===== config.mk =====
export PLATFORM = sky130hd
export DESIGN_NAME = bin_to_bcd_seq_flat
export DESIGN_NICKNAME = d
export VERILOG_FILES = /design/src/rtl/bin_to_bcd_seq_if.sv /design/src/rtl/bin_to_bcd_seq.sv /design/src/flat_wrapper.sv
export SDC_FILE = /design/constraint.sdc
export NUM_CORES = 1
export LEC_CHECK = 0
export ABC_AREA = 1
export BUFFER_PORTS_ARGS = -buffer_cell sky130_fd_sc_hd__clkbuf_2
export CORE_MARGIN = 1.5
export CORE_UTILIZATION = 35
export DETAILED_ROUTE_END_ITERATION = 12
export SYNTH_ARGS = -nofsm -noshare
export SYNTH_HDL_FRONTEND = slang
export SYNTH_SLANG_ARGS = --single-unit
export TNS_END_PERCENT = 100

===== constraint.sdc =====
create_clock -name clk -period 1.2 [get_ports clk]
set_clock_uncertainty 0.1 [all_clocks]
set_input_delay 0.06 -clock clk [delete_from_list [all_inputs] [get_ports clk]]
set_output_delay 0.06 -clock clk [all_outputs]
set_load 0.02 [all_outputs]

===== src/rtl/bin_to_bcd_seq_if.sv =====
// Handshake and result bundle for the sequential binary-to-BCD converter.
// The requester drives start/bin and the converter returns bcd/busy/done.
// Optional feature macro: BCD_BLANK_EN adds the leading-zero blank mask.
interface bin_to_bcd_seq_if;
  logic        start;
  logic [7:0]  bin;
  logic [11:0] bcd;
  logic        busy;
  logic        done;
`ifdef BCD_BLANK_EN
  logic [2:0]  blank;

  modport master (output start, bin, input bcd, busy, done, blank);
  modport slave  (input start, bin, output bcd, busy, done, blank);
`else
  modport master (output start, bin, input bcd, busy, done);
  modport slave  (input start, bin, output bcd, busy, done);
`endif
endinterface


===== src/rtl/bin_to_bcd_seq.sv =====
// Sequential 8-bit binary to 3-digit BCD converter (shift-and-add-3).
// One conversion takes 8 SHIFT cycles plus a DONE cycle that commits the
// result; bcd only ever changes on that commit, so partial values are never
// visible. Optional feature macro: BCD_BLANK_EN (leading-zero blank mask).
module bin_to_bcd_seq (
  input  logic              clk,
  input  logic              reset,
  bin_to_bcd_seq_if.slave   bus
);

  typedef enum logic [1:0] {
    IDLE  = 2'd0,
    SHIFT = 2'd1,
    DONE  = 2'd2
  } state_t;

  state_t      state_q;
  state_t      state_d;
  logic [7:0]  sreg_q;     // operand bits still to be shifted in
  logic [11:0] scratch_q;  // BCD digits under construction
  logic [2:0]  cnt_q;      // shifts completed, wraps 7 -> 0 on the last one
  logic [11:0] bcd_q;
  logic        done_q;
  logic [11:0] adj;        // scratch after the per-digit +3 correction
  logic        accept;

  // A digit of 5 or more would exceed 9 after doubling; +3 pre-corrects it.
  function automatic logic [3:0] add3(input logic [3:0] d);
    return (d >= 4'd5) ? d + 4'd3 : d;
  endfunction

  assign accept = (state_q == IDLE) && bus.start;

  // State register.
  // NOTE: sequential state uses non-blocking (<=) so every flop samples the
  // pre-edge value of its neighbours, matching real register behaviour.
  always_ff @(posedge clk or negedge reset) begin
    if (!reset) state_q <= IDLE;
    else        state_q <= state_d;
  end

  // Next-state logic: IDLE -> SHIFT on start, 8 shifts, one DONE cycle.
  // NOTE: state_d is given a default before the case so no path leaves it
  // unassigned, which would otherwise infer a latch.
  always_comb begin
    state_d = state_q;
    unique case (state_q)
      IDLE:    if (bus.start)       state_d = SHIFT;
      SHIFT:   if (cnt_q == 3'd7)   state_d = DONE;
      DONE:                         state_d = IDLE;
      default:                      state_d = IDLE;
    endcase
  end

  // Digit correction for all three digits in parallel.
  always_comb begin
    adj = {add3(scratch_q[11:8]), add3(scratch_q[7:4]), add3(scratch_q[3:0])};
  end

  // Conversion datapath: load on accept, then correct-and-shift each cycle.
  always_ff @(posedge clk or negedge reset) begin
    if (!reset) begin
      sreg_q    <= 8'h00;
      scratch_q <= 12'h000;
      cnt_q     <= 3'd0;
    end else if (accept) begin
      sreg_q    <= bus.bin;
      scratch_q <= 12'h000;
      cnt_q     <= 3'd0;
    end else if (state_q == SHIFT) begin
      scratch_q <= {adj[10:0], sreg_q[7]};
      sreg_q    <= {sreg_q[6:0], 1'b0};
      cnt_q     <= cnt_q + 3'd1;
    end
  end

  // Result commit: bcd and the done pulse update as DONE is left, so the new
  // value and done=1 appear together in the following cycle.
  always_ff @(posedge clk or negedge reset) begin
    if (!reset) begin
      bcd_q  <= 12'h000;
      done_q <= 1'b0;
    end else begin
      done_q <= (state_q == DONE);
      if (state_q == DONE) bcd_q <= scratch_q;
    end
  end

`ifdef BCD_BLANK_EN
  logic [2:0] blank_q;

  // Leading-zero mask, committed together with bcd; the ones digit always shows.
  always_ff @(posedge clk or negedge reset) begin
    if (!reset) begin
      blank_q <= 3'b110;
    end else if (state_q == DONE) begin
      blank_q[2] <= (scratch_q[11:8] == 4'd0);
      blank_q[1] <= (scratch_q[11:8] == 4'd0) && (scratch_q[7:4] == 4'd0);
      blank_q[0] <= 1'b0;
    end
  end

  assign bus.blank = blank_q;
`endif

  assign bus.bcd  = bcd_q;
  assign bus.busy = (state_q == SHIFT);
  assign bus.done = done_q;

endmodule


===== src/flat_wrapper.sv =====
// flat-port wrapper written by rule: the top's interface ports become plain ports
module bin_to_bcd_seq_flat 
  (clk, reset, bus_start, bus_bin, bus_bcd, bus_busy, bus_done);
  bin_to_bcd_seq_if bus_i ();
  input  logic clk;
  input  logic reset;
  input wire logic [$bits(bus_i.start)-1:0] bus_start;
  input wire logic [$bits(bus_i.bin)-1:0] bus_bin;
  output wire logic [$bits(bus_i.bcd)-1:0] bus_bcd;
  output wire logic [$bits(bus_i.busy)-1:0] bus_busy;
  output wire logic [$bits(bus_i.done)-1:0] bus_done;
  assign bus_i.start = bus_start;
  assign bus_i.bin = bus_bin;
  assign bus_bcd = bus_i.bcd;
  assign bus_busy = bus_i.busy;
  assign bus_done = bus_i.done;
  bin_to_bcd_seq u_core (.clk(clk), .reset(reset), .bus(bus_i));
endmodule

==> results of run 1 <==
==> worst min-delay path by stage <==
stage / start / cells past startpoint / endpoint
finish: bus_start / 3 / u_core.state_q[0]
global route: bus_start / 3 / u_core.state_q[0]
CTS: bus_start / 3 / u_core.state_q[0]
detailed placement: reset / 2 / u_core.sreg_q[0]
global placement: reset / 2 / u_core.sreg_q[0]
floorplan: reset / 0 / u_core.bus.bcd[0]
==> timing repair <==
item / 4_1_cts / 5_1_grt
pin swaps: 5 / 19
setup buffers: 12 / 6
resized for setup: 32 / 68
hold buffers: 9 / 0
cloned: 0 / 5
hold endpoints to repair: 46 / 0
setup endpoints to repair: 20 / 35
==> cell families (layout without fill, tap and decap cells) <==
group / count (synthesis) / after routing
simple gates: 108 / 108
fa+ha+maj: 8 / 8
buf+inv: 27 / 103
flops: 38 / 38
compound gates: 26 / 26
==> worst min-delay path: stages <==
cell and delay, ns:
clkbuf_2 0.10, nand2_4 0.11, o22ai_1 0.08
==> power by group through the flow <==
stage,combinational (mW),sequential (mW),clock (mW)
2_1_floorplan,1.65,2.26,0
3_3_place_gp,2.69,2.12,0
3_5_place_dp,2.74,2.14,0
4_1_cts,3.32,2.14,0.947
5_1_grt,4.56,2.26,1.01
6_report,4.12,2.20,0.932
==> cell usage in the layout, fill, tap and decap left out, types with 2 or more instances in the layout <==
| cell type | Yosys | final |
|---|---|---|
| nand2_1 | 77 | 58 |
| dfrtp_1 | 38 | 38 |
| buf_4 | 2 | 27 |
| clkbuf_2 | 0 | 23 |
| o21ai_1 | 4 | 16 |
| nand2_2 | 0 | 12 |
| nand3_1 | 20 | 10 |
| inv_2 | 3 | 9 |
| inv_1 | 18 | 9 |
| dlygate4sd3_1 | 0 | 9 |
| nand2_4 | 2 | 8 |
| nand3_2 | 0 | 8 |
| clkbuf_8 | 0 | 6 |
| ha_4 | 0 | 5 |
| buf_6 | 3 | 5 |
| nand4_1 | 4 | 4 |
| inv_4 | 1 | 3 |
| nor2_1 | 3 | 3 |
| inv_8 | 0 | 3 |
| o21ai_0 | 17 | 3 |
| buf_12 | 0 | 3 |
| nor2_4 | 0 | 2 |
| nand3_4 | 0 | 2 |
| a21oi_2 | 0 | 2 |
| o21ai_2 | 0 | 2 |
| ha_1 | 8 | 2 |
| inv_6 | 0 | 2 |
==> stage by stage <==
stage	setup TNS, ns	utilization	hold slack, ns	instance area [um^2]
after floorplan	0	-	-0.336	1790
after global placement	-0.404	0.437	-0.0526	2100
after detailed placement	-0.861	0.437	-0.0487	2100
after CTS	-0.279	0.514	0.0735	2470
after global routing	-2.43	0.575	0.00596	2770
final	-0.726	0.575	-0.00264	2770
==> metal layers <==
metal	wire length, um	global-route usage
met1	1900	0.191
met5	0	0
met4	66	0.0646
met3	153	0.0461
met2	2350	0.256
==> layout make-up <==
cell class,instances,area share
tap,67,0.0303
multi-input combinational,142,0.343
timing repair buffer,68,0.195
clock buffer,7,0.0312
timing repair inverter,5,0.0167
inverter,22,0.0389
clock inverter,1,0.00181
sequential,38,0.344
==> registers in the layout (all words and copies together) (netlist names) <==
name	flops
u_core.bus.done	1
u_core.state_q	2
u_core.sreg_q	8
u_core.bus.bcd	12
u_core.scratch_q	12
u_core.cnt_q	3
==> results.md, run 1 <==
- The via count of the first global-routing pass is 1426.
- In the finished design, the share of the clock period the worst path needs comes to 1.08.
- After synthesis, the cell types taking the most area are dfrtp_1 (53%), nand2_1 (16%), ha_1 (5.6%).
- The cell type with the largest total area after synthesis is dfrtp_1.
- The category of the worst setup path capture point is a flop.
- Data on the critical path is required at its endpoint by about 1.3 ns.
- The final instance count without filler cells is 350.
- The routability-driven placement congestion ratio is between 0.8 and 0.9.
- The floorplan core area is approximately 4800 um^2.
- The detailed placement HPWL is 2.41 mm.
- The routed layout has around 1600 vias.
- The power density over the cells is 2620 nW/um^2.
- After synthesis, the mean cell area works out to 8.60 um^2.
- Once detail routing completed, the nets flagged for antenna violations numbered 0.
- The critical path goes through inv_2, ha_4, nand2_1, nand3_4, nand2_2, nand3_1, nand2_1.
- Synthesis instantiated 18 different standard cells from the library.
- Of the total synthesized cell area, the portion taken by XOR and XNOR cells is 0.
- The number of instances in the synthesized netlist is 207.
- In the synthesized netlist, the cells that appear most often are nand2_1 (77), dfrtp_1 (38), nand3_1 (20).
- The cell chosen for the clock root is clkbuf_8.
- Of the total synthesized cell area, the portion taken by AND, OR, NAND and NOR gates is 0.259.
- The cell depth of the worst setup path is 7.
- The length of the first detailed-routing pass in iterations is 4.
- For this run, the register share of the synthesized area comes to 0.534.
- The post-synthesis compound-gate area fraction is 0.0759.
- The sequential share of power is 0.303.
- After detailed routing, the total wire length is 4.47 mm.
- The initial utilization of the core area, before any placement, comes to 0.370.
- The worst setup path is of the flop to flop kind.
- The count of synthesis-stage warnings from yosys is 0.
- The endpoint arrival time on the critical path is 1.39 ns.
- The number of antenna cells inserted is 0.
- The maximum number of pins on one net before global-route repair is 39.
- Clock latency on the worst-skew pair, taken at its later pin, is 0.30 ns.
- The die covers 5520 um^2.
- The switching part of the total is 0.422.
- The source of the critical timing path is u_core.scratch_q[1].
- The checks that failed: negative hold slack, negative setup slack.
- The most used flip-flop cell after synthesis is dfrtp_1.
- The number of failing hold endpoints at the final stage is 1.
- The flow ran to the end, but the final reports show violations.
- The setup-violating endpoint count in the final report is 21.
- The logic depth of the worst register-to-register path is 7.
- The number of antenna violations at the first check in global routing was 0.
- The width of the die is about 74 um.
- The tightest hold path in the finished design has a slack of -0.00264 ns.
- The cell area that synthesis handed to floorplanning was approximately 1800 um^2.
- The post-placement cell count is 311.
- The TritonCTS clock tree is yes.
- Setup slack on the worst reg-to-reg path comes out at -0.1 ns.
- The number of buffer and inverter instances along the worst setup path is 1.
- The proportion of register bits with asynchronous set or reset after synthesis is 1.00.
- Fill cells in the final layout number around 450.
- OpenSTA, run right after detailed placement, puts the worst setup slack at -0.123 ns.
- The clock passes through at most 2 buffers.
- The analysis attributes to net switching a power of 3.06 mW.
- The number of DRC violations after detailed routing is 0.
- In this run, CTS created clock tree buffers numbering 5.
- The CTS sink count is 38.
- The setup slack after layout is -0.0971 ns.
- For this run, the top clock speed supported by timing is 771 MHz.
- Yosys mapped a number of flops with a built-in enable equal to 0.
- The worst reg2reg path startpoint is u_core.scratch_q[1].
- Of the total synthesized cell area, the portion taken by full adders, half adders and majority gates is 0.0562.
- The register bit total from synthesis is 38.
- The first routing iteration left 52 violations.
- The number of max-slew violations in the final report is 0.
- Max-cap violations in this run came to 0.
- Across every metal layer, demand over resource in global routing totals 0.155.
- Of the post-synthesis cell area, the dominant cell type holds 0.534.
- The worst setup path is launched from a flop.
- The destination of the critical timing path is u_core.scratch_q[2].
- At the pin with the least slew margin, the transition time is 0.306 ns.
- Dividing the detail-routed wire length by the instance count gives about 13 um.
- The count of buffers added on input and output ports is 24.
- The placement row count is 25.
- By instance count, the leading cell after synthesis is nand2_1.
- The category of cells accounting for the largest share of critical-path delay is simple AND/OR/NAND/NOR gates.
- The wire length of the first global-routing pass is around 6.4 mm.
- The cell that appears most often on the critical path is nand2_1.
- For this run the aggregate overflow at the end of global routing stands at 0.
- The share of total power dissipated in combinational logic is 0.568.
- The worst relative slew slack is 0.796.
- The total I/O pin count is 25.
- The peak fanout along the critical path is 3.
- The post-detailed-route via-to-cell ratio is 4.63.
- The worst path in the final design needs a cycle of 1.30 ns, including I/O delays and setup.
- The multi-input combinational cells in the finished layout cover a total of around 950 um^2.
- The worst hold path belongs to the class primary input to flop.
- The total number of nets in the final design is 301.
- The post-synthesis net count is 226.
- The layout overhead on the synthesized area is 55.4%.
- The total leakage power is 1.42 nW.
- Summing internal, switching and leakage power gives about 7.2 mW.
- The largest stage delay on the critical path is about 0.4 ns.
- Of the total power, the clock network draws 0.129.
- Summing all flip-flop and latch instances after layout gives 951 um^2.
- The count of H-tree levels built during CTS is 2.
- After synthesis, the share of cell area in mux cells is 0.
- The endpoint identified for the worst register-to-register timing path is u_core.scratch_q[2].
- Setup repair after global routing could not meet its margin everywhere.
- The largest family of logic cells by synthesized area is simple AND/OR/NAND/NOR gates.
- The layout cell share with drive strength beyond 1 is 0.452.
- IR analysis of the VDD net gives a maximum drop of 921 uV.
- The internal portion of the total power is approximately 4.2 mW.
- The cell with the largest stage delay on the worst path is dfrtp_1.
- The overall die height is approximately 74 um.
- Clock-pin slew was measured on the worst setup and hold paths at about 0.080 ns.
No activity file was read; power rests on OpenSTA's default activity.
==> inputs of run 2 (changes only) <==
--- a/config.mk
+++ b/config.mk
@@ -9,2 +9,3 @@
 export BUFFER_PORTS_ARGS = -buffer_cell sky130_fd_sc_hd__clkbuf_2
+export CAP_MARGIN = 20
 export CORE_MARGIN = 1.5
@@ -15,2 +16 @@
 export SYNTH_SLANG_ARGS = --single-unit
-export TNS_END_PERCENT = 100
--- a/constraint.sdc
+++ b/constraint.sdc
@@ -4,2 +4,2 @@
 set_output_delay 0.06 -clock clk [all_outputs]
-set_load 0.02 [all_outputs]
+set_load 0.05 [all_outputs]
==> run 2 against run 1 <==
Clock power is 19% higher. Sequential share of layout area is 0.70 points higher. Setup slack improved by 0.010 ns. Largest cell class unchanged. Power increased by 6.7%. Worst hold slack better by 0.0075 ns. Register-to-register slack gained 0.03 ns. Fmax up 0.81%. The run ends with negative setup slack left. Critical path type is now flop to output port. Die area did not move. Via count decreased by 1.7%.
==> results.md, run 2 (synthesis gave the netlist of run 1 again) <==
- The flow ran to the end, but the final reports show violations.
- The final reports fail on negative setup slack.
- The library cells used most frequently in the layout, excluding fill and tap cells, are nand2_1 (58), dfrtp_1 (38), clkbuf_2 (23), buf_4 (21), nand2_2 (13).
- The number of buffers inserted by port buffering was 24 (unchanged).
- The worst setup path is launched from a flop.
- The area of the die is 5520 um^2 (unchanged).
- The average routed wire per standard cell is 12.4 um (-3.0%).
- The number of DRC violations after detailed routing is 0 (unchanged).
- The setup-violating endpoint count in the final report is 24 (+14%).
- The library cell used most frequently in the layout, excluding fill and tap cells, is nand2_1.
- The largest stage delay on the critical path is 0.38 ns (about the same).
- The count of nets left with antenna violations after detail routing is 0 (unchanged).
- The global-route congestion overflow total is 0 (unchanged).
- The cell chosen for the clock root is clkbuf_8.
- The maximum number of buffers from clock root to sink is 2 (unchanged).
- The setup slack after layout is -0.0866 ns (+0.0104 ns).
- The startpoint identified for the worst register-to-register timing path is u_core.scratch_q[4].
- The worst relative slew slack is 0.780 (-0.0161).
- The type of the tightest min-delay check is primary input to flop.
- The post-placement cell count is 315 (+1.3%).
- The total I/O pin count is 25 (unchanged).
- The required time of the worst setup path is 1.04 ns (-0.25 ns).
- The final critical path time including I/O delays and setup came to 1.29 ns (-0.0104 ns).
- The clock latency of the later-clocked register in the worst-skew pair is 0.29 ns (about the same).
- The endpoint arrival time on the critical path is 1.13 ns (-0.26 ns).
- Setup repair after global routing could not meet its margin everywhere.
- STA classifies the critical path endpoint as an output port.
- The critical path goes through inv_2, nand2_4, inv_6, clkbuf_16.
- The overall die height is 74.3 um (unchanged).
- The maximum number of pins on one net before global-route repair is 39 (unchanged).
- The floorplan core area is 4820 um^2 (unchanged).
- The detailed placement HPWL is 2.45 mm (+2.1%).
- The peak fanout along the critical path is 5 (+2).
- The post-detailed-route via-to-cell ratio is 4.69 (+1.2%).
- The number of max-slew violations in the final report is 0 (unchanged).
- The routability-driven placement congestion ratio is 0.856 (-2.5%).
- The layout overhead on the synthesized area is 52.4%.
- The CTS sink count is 38 (unchanged).
- The power density over the cells is 2850 nW/um^2 (+8.9%).
- The power after layout was 7.74 mW (+6.7%).
- The total leakage power came to 1.38 nW (-3.0%).
- The layout cell share with drive strength beyond 1 is 0.429 (-0.0237).
- The placement row count is 25 (unchanged).
- The wire length of the first global-routing pass is 6.52 mm (+2.1%).
- TritonCTS built the clock tree.
- The slew at the pin closest to its max-slew limit was 0.330 ns (+0.0241 ns).
- The length of the first detailed-routing pass in iterations is 4 (unchanged).
- The number of buffer and inverter instances along the worst setup path is 3 (+2).
- The total number of nets in the final design was 292 (-3.0%).
- The achievable clock frequency was 777 MHz (+0.81%).
- The total wirelength of the detailed-routed design is 4.21 mm (-5.8%).
- The starting density of the core is 0.370 (unchanged).
- The source of the critical timing path is u_core.state_q[1].
- The largest vdd supply drop is 1250 uV (+35%).
- The clock-pin slew reported for the worst setup and hold paths after clock tree synthesis is 0.07 ns (about the same).
- The number of antenna violations at the first check in global routing is 0 (unchanged).
- The setup path with the least slack is of type flop to output port.
- The share of the clock period used by the worst path is 1.07 (-0.00869).
- The cell with the largest stage delay on the worst path is dfrtp_1.
- The setup slack at placement is -0.0975 ns (+0.0256 ns).
- The total clock buffers created by CTS is 5 (unchanged).
- Broken down by cell family, the worst path's largest delay share belongs to flip-flops.
- The total of max-cap violations is 0 (unchanged).
- The width of the die is 74.3 um (unchanged).
- The number of antenna cells inserted was 0 (unchanged).
- The startpoint identified for the worst hold timing path is bus_start.
- The number of failing hold endpoints at the final stage was 0 (-1).
- The total negative setup slack is -0.962 ns (-0.235 ns).
- The via count was 1594 (-1.7%).
- The overall routing resource usage came to 0.158 (+0.00250).
- The count of H-tree levels built during CTS is 2 (unchanged).
- The via count of the first global-routing pass is 1510 (+5.9%).
- The worst hold slack after final layout is 0.00488 ns (+0.00752 ns).
- The first-iteration detailed-routing DRC count was 82 (+58%).
- The final instance count without filler cells was 340 (-2.9%).
## run 2: what timing repair did
| action | 4_1_cts | 5_1_grt |
|---|---|---|
| endpoints found under the setup margin | 19 | 36 |
| pin swaps | 4 | 18 |
| gates cloned | 0 | 2 |
| endpoints found under the hold margin | 46 | 0 |
| hold buffers | 9 | 0 |
| resized for setup | 25 | 57 |
| setup buffers | 5 | 4 |
## run 2: cell type report
type / count / area [um^2]
Clock inverter: 1 / 30.0
Clock buffer: 6 / 82.6
Multi-Input combinational cell: 142 / 931
Timing Repair inverter: 2 / 22.5
Tap cell: 67 / 83.8
Timing Repair Buffer: 62 / 504
Inverter: 22 / 108
Fill cell: 445 / 2100
Sequential cell: 38 / 951
## run 2: final timing paths
check                                       to  slack [ns]  cells past startpoint
setup / recovery                      bus_busy       -0.09                      4
hold / removal               u_core.state_q[0]       0.005                      3
setup reg to reg           u_core.scratch_q[6]       -0.07                      8
hold reg to reg               u_core.sreg_q[0]        0.38                      2
max in group asynchronous     u_core.sreg_q[5]        0.63                      3
min in group asynchronous     u_core.sreg_q[0]        0.16                      3
## run 2: tightest hold or removal path, stage by stage
cell	delay, ns
clkbuf_2	0.10
nand2_4	0.11
o22ai_1	0.08
## run 2: per-layer routing
metal	wire length (um)	vias to the layer above	GRT usage	share of wire
met5	0	-	0	0
met2	2150	30	0.270	0.51
li1	-	805	-	-
met4	79	0	0.0667	0.019
met3	144	9	0.0474	0.034
met1	1830	750	0.185	0.44
## run 2: where the power goes
part,total (mW),leakage (nW),switching [mW],internal [mW]
clock network,1.11,0.0573,0.448,0.665
logic,4.44,0.842,2.54,1.89
registers,2.19,0.480,0.390,1.80
## run 2: through the flow
step | utilization | cell area [um^2]
floorplan | - | 1790
global placement | 0.443 | 2130
detailed placement | 0.443 | 2130
CTS | 0.511 | 2460
global route | 0.563 | 2710
finish | 0.563 | 2710
